[config.mk]
export PLATFORM = sky130hd
export DESIGN_NAME = jtframe_rom_arb_flat
export DESIGN_NICKNAME = d
export VERILOG_FILES = /design/src/rtl/jtframe_rom_arb_if.sv /design/src/rtl/jtframe_rom_arb.sv /design/src/flat_wrapper.sv
export SDC_FILE = /design/constraint.sdc
export NUM_CORES = 1
export LEC_CHECK = 0
export BUFFER_PORTS_ARGS = -buffer_cell sky130_fd_sc_hd__buf_2
export CAP_MARGIN = 20
export CORE_MARGIN = 4
export CORE_UTILIZATION = 40
export DETAILED_ROUTE_END_ITERATION = 10
export PLACE_DENSITY = 0.73
export SYNTH_ARGS = -nofsm -noshare
export SYNTH_HDL_FRONTEND = slang
export SYNTH_SLANG_ARGS = --single-unit
[constraint.sdc]
create_clock -name clk_rom -period 8.9 [get_ports clk_rom]
set_input_delay 0.445 -clock clk_rom [delete_from_list [all_inputs] [get_ports clk_rom]]
set_output_delay 0.445 -clock clk_rom [all_outputs]
set_load 0.02 [all_outputs]
[src/rtl/jtframe_rom_arb_if.sv]
// Slot-side request/data ports and SDRAM controller read port of jtframe_rom_arb.
// The arbiter uses the slave modport; the game/controller side uses master.
interface jtframe_rom_arb_if #(
    parameter int AW = 22,
    parameter int DW = 32
);
    logic            loop_rst;
    logic            downloading;
    logic [3:0]      slot_cs;
    logic [4*AW-1:0] slot_addr;
    logic [3:0]      slot_ok;
    logic [4*DW-1:0] slot_dout;
    logic            sdram_req;
    logic [AW-1:0]   sdram_addr;
    logic            sdram_ack;
    logic [DW-1:0]   data_read;
    logic            data_rdy;
    logic            busy;

    modport master (
        output loop_rst, downloading, slot_cs, slot_addr, sdram_ack, data_read, data_rdy,
        input  slot_ok, slot_dout, sdram_req, sdram_addr, busy
    );

    modport slave (
        input  loop_rst, downloading, slot_cs, slot_addr, sdram_ack, data_read, data_rdy,
        output slot_ok, slot_dout, sdram_req, sdram_addr, busy
    );
endinterface

[src/rtl/jtframe_rom_arb.sv]
// Four-slot round-robin SDRAM read arbiter; each slot caches its last fetched word
// so that a repeated address is answered without touching the SDRAM.
module jtframe_rom_arb #(
    parameter int AW = 22,
    parameter int DW = 32
) (
    input  logic             clk_rom,
    input  logic             rst,
    jtframe_rom_arb_if.slave bus
);
    typedef enum logic [1:0] {ST_IDLE, ST_WAIT_ACK, ST_WAIT_RDY} state_t;

    state_t        r_state, w_state_next;
    logic [1:0]    r_gnt, w_gnt_next;
    logic [1:0]    r_last, w_last_next;
    logic          r_req, w_req_next;
    logic [AW-1:0] r_addr, w_addr_next;
    logic          w_fill;
    logic          w_flush;
    logic          w_any;
    logic [1:0]    w_off, w_sel;
    logic [3:0]    w_pend, w_rot, w_ok;
    logic [AW-1:0] w_slot_addr [4];

    assign w_flush = bus.loop_rst | bus.downloading;

    genvar gi;
    generate
        for (gi = 0; gi < 4; gi++) begin : g_slot
            logic [AW-1:0] r_cache_addr;
            logic [DW-1:0] r_cache_data;
            logic          r_valid;
            logic          r_ok;
            logic          w_hit;

            assign w_slot_addr[gi] = bus.slot_addr[gi*AW +: AW];
            assign w_hit           = r_valid && (w_slot_addr[gi] == r_cache_addr);
            assign w_pend[gi]      = bus.slot_cs[gi] & ~w_hit;
            // w_rot[0] is the slot right after the last served one
            assign w_rot[gi]       = w_pend[2'(r_last + 2'(gi + 1))];
            assign w_ok[gi]        = r_ok;
            assign bus.slot_dout[gi*DW +: DW] = r_cache_data;

            always_ff @(posedge clk_rom or posedge rst) begin
                if (rst) begin
                    r_cache_addr <= '0;
                    r_cache_data <= '0;
                    r_valid      <= 1'b0;
                    r_ok         <= 1'b0;
                end else if (w_flush) begin
                    r_valid <= 1'b0;
                    r_ok    <= 1'b0;
                end else begin
                    r_ok <= bus.slot_cs[gi] & w_hit;
                    // Fill stores the latched address, even if the slot moved on meanwhile
                    if (w_fill && r_gnt == 2'(gi)) begin
                        r_cache_addr <= r_addr;
                        r_cache_data <= bus.data_read;
                        r_valid      <= 1'b1;
                    end
                end
            end
        end
    endgenerate

    always_comb begin
        w_off = 2'd0;
        for (int i = 3; i >= 0; i--) begin
            if (w_rot[i]) w_off = 2'(i);
        end
    end

    assign w_any = |w_rot;
    assign w_sel = r_last + 2'd1 + w_off;

    always_comb begin
        w_state_next = r_state;
        w_gnt_next   = r_gnt;
        w_last_next  = r_last;
        w_req_next   = r_req;
        w_addr_next  = r_addr;
        w_fill       = 1'b0;
        if (w_flush) begin
            w_state_next = ST_IDLE;
            w_req_next   = 1'b0;
        end else begin
            case (r_state)
                ST_IDLE: begin
                    if (w_any) begin
                        w_gnt_next   = w_sel;
                        w_addr_next  = w_slot_addr[w_sel];
                        w_req_next   = 1'b1;
                        w_state_next = ST_WAIT_ACK;
                    end
                end
                ST_WAIT_ACK: begin
                    if (bus.sdram_ack) begin
                        w_req_next = 1'b0;
                        if (bus.data_rdy) begin
                            w_fill       = 1'b1;
                            w_last_next  = r_gnt;
                            w_state_next = ST_IDLE;
                        end else begin
                            w_state_next = ST_WAIT_RDY;
                        end
                    end
                end
                ST_WAIT_RDY: begin
                    if (bus.data_rdy) begin
                        w_fill       = 1'b1;
                        w_last_next  = r_gnt;
                        w_state_next = ST_IDLE;
                    end
                end
                default: w_state_next = ST_IDLE;
            endcase
        end
    end

    always_ff @(posedge clk_rom or posedge rst) begin
        if (rst) begin
            r_state <= ST_IDLE;
            r_gnt   <= 2'd0;
            r_last  <= 2'd3;
            r_req   <= 1'b0;
            r_addr  <= '0;
        end else begin
            r_state <= w_state_next;
            r_gnt   <= w_gnt_next;
            r_last  <= w_last_next;
            r_req   <= w_req_next;
            r_addr  <= w_addr_next;
        end
    end

    assign bus.slot_ok    = w_ok;
    assign bus.sdram_req  = r_req;
    assign bus.sdram_addr = r_addr;
    assign bus.busy       = (r_state != ST_IDLE);
endmodule

[src/flat_wrapper.sv]
// flat-port wrapper written by rule: the top's interface ports become plain ports
module jtframe_rom_arb_flat 
#(
    parameter int AW = 22,
    parameter int DW = 32
)
  (clk_rom, rst, bus_loop_rst, bus_downloading, bus_slot_cs, bus_slot_addr, bus_sdram_ack, bus_data_read, bus_data_rdy, bus_slot_ok, bus_slot_dout, bus_sdram_req, bus_sdram_addr, bus_busy);
  jtframe_rom_arb_if #(.AW(AW), .DW(DW)) bus_i ();
  input  logic clk_rom;
  input  logic rst;
  input wire logic [$bits(bus_i.loop_rst)-1:0] bus_loop_rst;
  input wire logic [$bits(bus_i.downloading)-1:0] bus_downloading;
  input wire logic [$bits(bus_i.slot_cs)-1:0] bus_slot_cs;
  input wire logic [$bits(bus_i.slot_addr)-1:0] bus_slot_addr;
  input wire logic [$bits(bus_i.sdram_ack)-1:0] bus_sdram_ack;
  input wire logic [$bits(bus_i.data_read)-1:0] bus_data_read;
  input wire logic [$bits(bus_i.data_rdy)-1:0] bus_data_rdy;
  output wire logic [$bits(bus_i.slot_ok)-1:0] bus_slot_ok;
  output wire logic [$bits(bus_i.slot_dout)-1:0] bus_slot_dout;
  output wire logic [$bits(bus_i.sdram_req)-1:0] bus_sdram_req;
  output wire logic [$bits(bus_i.sdram_addr)-1:0] bus_sdram_addr;
  output wire logic [$bits(bus_i.busy)-1:0] bus_busy;
  assign bus_i.loop_rst = bus_loop_rst;
  assign bus_i.downloading = bus_downloading;
  assign bus_i.slot_cs = bus_slot_cs;
  assign bus_i.slot_addr = bus_slot_addr;
  assign bus_i.sdram_ack = bus_sdram_ack;
  assign bus_i.data_read = bus_data_read;
  assign bus_i.data_rdy = bus_data_rdy;
  assign bus_slot_ok = bus_i.slot_ok;
  assign bus_slot_dout = bus_i.slot_dout;
  assign bus_sdram_req = bus_i.sdram_req;
  assign bus_sdram_addr = bus_i.sdram_addr;
  assign bus_busy = bus_i.busy;
  jtframe_rom_arb #(.AW(AW), .DW(DW)) u_core (.clk_rom(clk_rom), .rst(rst), .bus(bus_i));
endmodule
After elaboration in Yosys (flattened, before gate mapping) --
Index checks and enable logic that the tools add are counted.
Word-level totals: register bits after elaboration 253, output and inout port bits 156
Operators by class: add/sub/neg operators 4, magnitude comparators 5, equality and inequality tests 13, mux-type cells 44, bitwise operators 15, reduce and logical (&&, ||, !) cells 26
Operators by type and width (count):
- $eq 22x22->1 | 4
- $bmux 22 s2 | 1
- $mux 22 | 2
- $mux 1 | 22
- $mux 2 | 11
- $lt 2x3->1 const B | 4
- $reduce_and 3->1 | 4
- $reduce_bool 2->1 | 6
- $and 1x1->1 | 8
- $bmux 1 s2 | 4
- $logic_and 1x1->1 | 8
- $reduce_and 2->1 | 4
- $eq 2x2->1 const B | 3
- $ne 3x2->1 const B | 2
- $pmux 2 s3 | 1
- $not 1->1 | 5
- $add 2x2->2 const B | 2
- $eq 2x1->1 const B | 2
- $logic_not 2->1 | 2
- $pmux 1 s2 | 2
- $pmux 2 s2 | 1
- $reduce_or 4->1 | 1
- $ge 3x3->1 const B | 1
- $ne 3x1->1 const B | 1
- 6 further kinds | 6

Longest topological paths before layout --
depth in word-level cells 15, gate-level depth with buffers 15, depth with buffers taken out 14

Worst setup path after synthesis --
OpenSTA, ideal clock, no wires.
path kind input to register, start in bus_slot_addr[40], end reg u_core.r_addr[10], in the netlist u_core.bus.sdram_addr[10], arrival time 3518 ps, setup slack 5253 ps, cell stages on the path 14, buffers on the path 1, path through xor2_1 -> nor4_1 -> nand4_1 -> o41a_4 -> or2_2 -> nor3b_1 -> or3_1 -> ha_1 -> xnor2_1 -> xnor2_1 -> o21ai_2 -> buf_4 -> a221oi_1 -> o31ai_1
On the way: word-level cells in the longest chain between the ends 15, elaborated cells on any way between the ends 23, classes of those cells add/sub (1); eq/ne (1); mux (15); bitwise (3); reduce/logical (3)
RTL lines:
- start, declared | RTL line flat_wrapper.sv:14 | input wire logic [$bits(bus_i.slot_addr)-1:0] bus_slot_addr;
- $eq 22x22->1 (*) | RTL line jtframe_rom_arb.sv:37 | assign w_hit = r_valid && (w_slot_addr[gi] == r_cache_addr);
- $logic_and 1x1->1 (*) | RTL line jtframe_rom_arb.sv:37
- $not 1->1 (*) | RTL line jtframe_rom_arb.sv:38 | assign w_pend[gi] = bus.slot_cs[gi] & ~w_hit;
- $and 1x1->1 (*) | RTL line jtframe_rom_arb.sv:38
- $bmux 1 s2 | RTL line jtframe_rom_arb.sv:40 | assign w_rot[gi] = w_pend[2'(r_last + 2'(gi + 1))];
- $mux 1 (not written as such) | RTL line jtframe_rom_arb.sv:40
- $mux 2 (4 in series) | RTL line jtframe_rom_arb.sv:69 | if (w_rot[i]) w_off = 2'(i);
- $add 2x2->2 | RTL line jtframe_rom_arb.sv:74 | assign w_sel = r_last + 2'd1 + w_off;
- $not 2->3 (not written as such) | RTL line jtframe_rom_arb.sv:91 | w_addr_next = w_slot_addr[w_sel];
- $bmux 22 s2 | RTL line jtframe_rom_arb.sv:91
- $mux 22 (not written as such) (2 in series) | RTL line jtframe_rom_arb.sv:91
- end signal, assigned | RTL line jtframe_rom_arb.sv:132 | r_addr <= w_addr_next;
- end, declared | RTL line jtframe_rom_arb.sv:17 | logic [AW-1:0] r_addr, w_addr_next;
Mark *: on every way between the ends. The rest lies on a longest branch, timed or not. The select of a mux whose other input is x is not followed. A chain may end at the register's enable or synchronous reset.

Worst setup path after layout --
start reg u_core.g_slot[1].r_cache_addr[16], end reg u_core.r_addr[20], in the netlist u_core.bus.sdram_addr[20]
On the way: word-level cells in the longest chain between the ends 15, elaborated cells on any way between the ends 23, classes of those cells add/sub (1); eq/ne (1); mux (15); bitwise (3); reduce/logical (3)
RTL lines:
- start, declared | RTL line jtframe_rom_arb.sv:30 | logic [AW-1:0] r_cache_addr;
- start signal, assigned | RTL line jtframe_rom_arb.sv:57 | r_cache_addr <= r_addr;
- $eq 22x22->1 (*) | RTL line jtframe_rom_arb.sv:37
- $logic_and 1x1->1 (*) | RTL line jtframe_rom_arb.sv:37
- $not 1->1 (*) | RTL line jtframe_rom_arb.sv:38
- $and 1x1->1 (*) | RTL line jtframe_rom_arb.sv:38
- $bmux 1 s2 | RTL line jtframe_rom_arb.sv:40
- $mux 1 (not written as such) | RTL line jtframe_rom_arb.sv:40
- $mux 2 (4 in series) | RTL line jtframe_rom_arb.sv:69
- $add 2x2->2 | RTL line jtframe_rom_arb.sv:74
- $not 2->3 (not written as such) | RTL line jtframe_rom_arb.sv:91
- $bmux 22 s2 | RTL line jtframe_rom_arb.sv:91
- $mux 22 (not written as such) (2 in series) | RTL line jtframe_rom_arb.sv:91
Marked as above.

==> summary by stage <==
Placed design
At the end of routability-driven placement, the weighted congestion stood at 0.879. Summed over all nets, the half-perimeter wirelength after detailed placement is 24200 um. The worst slack at placement is 4.02 ns. The placed instances occupy a cell area of 13500 um^2.

The number of port buffers is 285.

Logic synthesis
The synthesized netlist devotes 6.60% of its cell area to simple gates. After Yosys synthesis, XOR and XNOR cells account for 6.75% of the synthesized area. Synthesis produced 858 cells. The number of synthesized register bits is 253. After synthesis, the largest family of logic cells by area is multiplexers. The synthesized netlist devotes 8.17% of its cell area to compound gates. During synthesis, Yosys emitted a total of 0 warnings.

The area share of fa/ha/maj cells after synthesis is 0.424%. In the post-synthesis netlist, the biggest area contributors are sky130_fd_sc_hd__dfrtp_1, sky130_fd_sc_hd__mux2_2, sky130_fd_sc_hd__xnor2_1. The synthesized design devotes to its leading area cell type 53.2% of total area. Averaged over all synthesized cells, the footprint is 13.8 um^2. For this run, asynchronously set or reset flops after synthesis account for 100%. The synthesized design contains 0 enable-type register cells. The most used flip-flop cell after synthesis is sky130_fd_sc_hd__dfrtp_1. The number of nets handed over by synthesis was 992. The count of distinct cell types in the synthesized netlist is 58. The portion of the post-synthesis area used by sequential elements is 53.6%. Summed over all instances, the cell type with the most area after synthesis is sky130_fd_sc_hd__dfrtp_1. The mapped netlist covers 11800 um^2. The multiplexer fraction of the synthesized cell area is 21.1%.

STA
Hold timing on the final database bottoms out at a slack of 0.0594 ns. Across all setup checks in the final design, the least slack found is 4.11 ns. Measured against its own limit, the worst slew margin works out to 25.1%. Across the routed clock network, the largest skew measured is 0.0141 ns. Setup repair after global routing left no endpoint under its margin. The count of final hold-check violations is 0.

For the finished layout, the period the worst path requires is 4.79 ns. The slew of the pin with the lowest slew margin is 1.12 ns. The setup TNS is 0 ns. Timing would allow up to 209 MHz. The final setup violation count is 0. Dividing the final minimum period by the clock period gives 53.8%. The count of pins over their slew limit is 0.

Final layout
The post-route netlist has 53.0% of its cells at a drive strength greater than 1. The finished cells cover 14400 um^2. The multi-input combinational cells in the finished layout cover a total of 5140 um^2. 0 antenna diodes ended up in the layout.

The combined flip-flop and latch cell area is 6330 um^2. The final-layout fill cell count is 2553. The most common cell after layout, fill and taps aside is sky130_fd_sc_hd__buf_2. Leaving out fill and tap cells, the most frequent cells in the layout are sky130_fd_sc_hd__buf_2, sky130_fd_sc_hd__dfrtp_1, sky130_fd_sc_hd__mux2_2, sky130_fd_sc_hd__xnor2_1, sky130_fd_sc_hd__xor2_1. The number of nets at the end of the flow is 1266. The area growth from synthesis to layout is 22.1%.

Die
Once the floorplan was initialized, standard cells occupied 40.8% of the core. The number of rows created at floorplan is 62. The floorplan step defined a die boundary enclosing 32300 um^2.

The number of top-level design ports is 286. The area inside the core boundary is 28900 um^2. The floorplan step set the die width to 180 um. The overall die height is 180 um.

Hold path
The classification of the worst-slack hold path is primary input to asynchronous set/reset pin.

Critical path
The worst register-to-register path ends at u_core.bus.sdram_addr[20]. At the worst endpoint, the required time is 9.31 ns. In this design, the stage delay of the slowest critical-path cell is 0.62 ns. The worst-path maximum fanout is 13. The worst-case register-to-register setup slack is 4.11 ns. The count of buffer and inverter cells on the critical path is 1. In this design, the largest share of critical-path delay is due to simple AND/OR/NAND/NOR gates. The largest individual stage delay along the critical path comes from the cell sky130_fd_sc_hd__nor3_4. The data arrival time of the critical path is 5.20 ns. The sort of element at the start of the critical path is a flip-flop. The critical path in this run is classified as flip-flop to flip-flop. Among the stages of the critical path, the cell type that occurs most often is sky130_fd_sc_hd__xnor2_1. The critical path endpoint category is a flip-flop. The worst reg2reg path depth is 14. Traced cell by cell, the critical path runs through xor2_1 > nor4_1 > nand4_1 > o41a_4 > or2_2 > nor3b_1 > or3_1 > ha_4 > xnor2_1 > xnor2_1 > nor3_4 > buf_4 > a2111oi_0 > o31ai_1.

The worst register-to-register path begins at u_core.g_slot[1].r_cache_addr[16].

Clock tree
The buffer type at the clock tree root is sky130_fd_sc_hd__clkbuf_16. Clock latency on the worst-skew pair, taken at its later pin, is 0.53 ns. The post-CTS setup-driven buffer insertion count is 0.

Counting every sink on the clock net gives 253. The number of clock buffers added by TritonCTS is 27. The number of buffers inserted for hold repair after clock tree synthesis is 0. The CTS tree is yes.

The post-cts gate resize count is 0. After clock tree synthesis, the clock-pin slew on the worst setup and hold paths is 0.06 ns. The clock passes through at most 3 buffers. In this run the number of H-tree levels came out at 1.

Outcome
The flow ran to the end, and the final reports show no timing, DRC or antenna violations.

Global routing
Entering global routing, the biggest net connects 115 pins. For this run, the total global-route usage over all layers was measured as 20.6%. The initial antenna violation count is 0. The total overflow left after global routing is 0.

The first global-routing pass estimated 52900 um of wire. The via count of the first global-routing pass is 8921.

Power and ir drop
The power after layout is 3.81 mW. The internal power of the cells totals 2.43 mW. The power per unit of standard cell area is 264 nW/um^2. Sequential cells burn 36.5% of the power. Of the total power, the share spent switching nets is 36.3%. The clock share of power is 30.0%.

The power spent charging and discharging nets is 1.38 mW. IR analysis of the VDD net gives a maximum drop of 0.000313 V. The combinational fraction of design power is 33.6%. The standby leakage power is 7.40 nW.

Routing
After detailed routing, the number of remaining DRC violations is 0. The number of design-rule violations left by the first detailed-router iteration is 485. The first detailed-routing pass ran for 7 iterations. The count of antenna-violating nets left after detailed routing is 0.

The total routed wire length on the met1 layer is 13700 um. Detailed routing placed a total of 15800 um of wire on met2. The detailed-route via count is 8232. The routed wirelength normalized by instance count is 22.2 um. The highest metal layer carrying signal wires in the routed design is met4.

Wires add up to 34100 um. After detailed routing, the met3 layer carries 3190 um of wire. The number of vias per cell after detailed routing is 5.36.

Job
The count of max-cap constraint violations is 0.
## routing by layer
metal / track usage [%] / vias up
li1: - / 3658
met1: 25.8 / 4129
met2: 33.7 / 379
met3: 6.33 / 66
met4: 7.65 / 0
met5: 0 / -
## metrics by stage
stage | instances | utilization (%)
after floorplan | 858 | -
after CTS | 1535 | 49.8
after global placement | 1487 | 46.7
after detailed placement | 1487 | 46.7
after global routing | 1535 | 49.8
final | 1535 | 49.8
## synthesized netlist by cell type, types with 7 or more instances
cell	count
sky130_fd_sc_hd__buf_6	7
sky130_fd_sc_hd__mux2_2	219
sky130_fd_sc_hd__xnor2_1	55
sky130_fd_sc_hd__nor4_1	8
sky130_fd_sc_hd__buf_4	8
sky130_fd_sc_hd__nor2b_1	35
sky130_fd_sc_hd__a2111oi_2	18
sky130_fd_sc_hd__nor3_1	9
sky130_fd_sc_hd__clkbuf_1	25
sky130_fd_sc_hd__dfrtp_1	251
sky130_fd_sc_hd__xor2_1	36
sky130_fd_sc_hd__a221oi_1	21
sky130_fd_sc_hd__inv_1	13
sky130_fd_sc_hd__nand2_1	28
sky130_fd_sc_hd__nor2_1	8
sky130_fd_sc_hd__o31ai_1	23
sky130_fd_sc_hd__and2b_2	10
sky130_fd_sc_hd__nand4_1	16
## kinds of logic after synthesis
group	count (synthesis)
buffers and inverters	64
DFF	253
and+or+nand+nor	129
xor gates and xnor gates	91
muxes	222
adders and majority gates	4
AOI/OAI and AO/OA	95
## worst reg2reg max path: cells and delay by family, from the launching register on
| kind | cells | cell delay [ns] |
|---|---|---|
| flops | 1 | 0.38 |
| compound gates | 3 | 0.88 |
| buf+inv | 1 | 0.41 |
| fa+ha+maj | 1 | 0.18 |
| xor+xnor | 3 | 0.61 |
| simple gates | 6 | 2.20 |
## layout make-up
| cell class | instances | share of cell area [%] |
|---|---|---|
| Tap cell | 384 | 3.33 |
| Inverter | 13 | 0.391 |
| Clock inverter | 9 | 0.833 |
| Clock buffer | 39 | 5.35 |
| Timing Repair Buffer | 296 | 10.5 |
| Sequential cell | 253 | 43.9 |
| Multi-Input combinational cell | 541 | 35.7 |
## power groups by stage
stage / combinational, mW / sequential [mW] / clock, mW
final: 1.28 / 1.39 / 1.14
after global routing: 1.37 / 1.40 / 1.22
after CTS: 1.27 / 1.39 / 1.17
after detailed placement: 1.27 / 1.40 / 0
after global placement: 1.24 / 1.40 / 0
after floorplan: 0.941 / 1.44 / 0
## sequential cells by signal, summed over array words and instances, names as in the netlist
register and cells:
u_core.g_slot.r_cache_data 128, u_core.g_slot.r_cache_addr 88, u_core.bus.sdram_addr 22, u_core.g_slot.r_ok 4
u_core.g_slot.r_valid 4, u_core.r_gnt 2, u_core.r_last 2, u_core.r_state 2
u_core.bus.sdram_req 1
## how the worst max path moves through the flow
stage,from,depth (start not counted),slack [ns],to
6_report,u_core.g_slot[1].r_cache_addr[16],14,4.11,u_core.bus.sdram_addr[20]
5_1_grt,u_core.g_slot[1].r_cache_addr[16],14,3.92,u_core.bus.sdram_addr[20]
4_1_cts,u_core.g_slot[1].r_cache_addr[16],14,4.10,u_core.bus.sdram_addr[20]
3_5_place_dp,bus_slot_addr[38],15,4.02,u_core.bus.sdram_addr[13]
3_3_place_gp,bus_slot_addr[38],15,4.11,u_core.bus.sdram_addr[20]
2_1_floorplan,rst,1,1.50,u_core.bus.sdram_addr[0]
No activity file was read; power rests on OpenSTA's default activity.
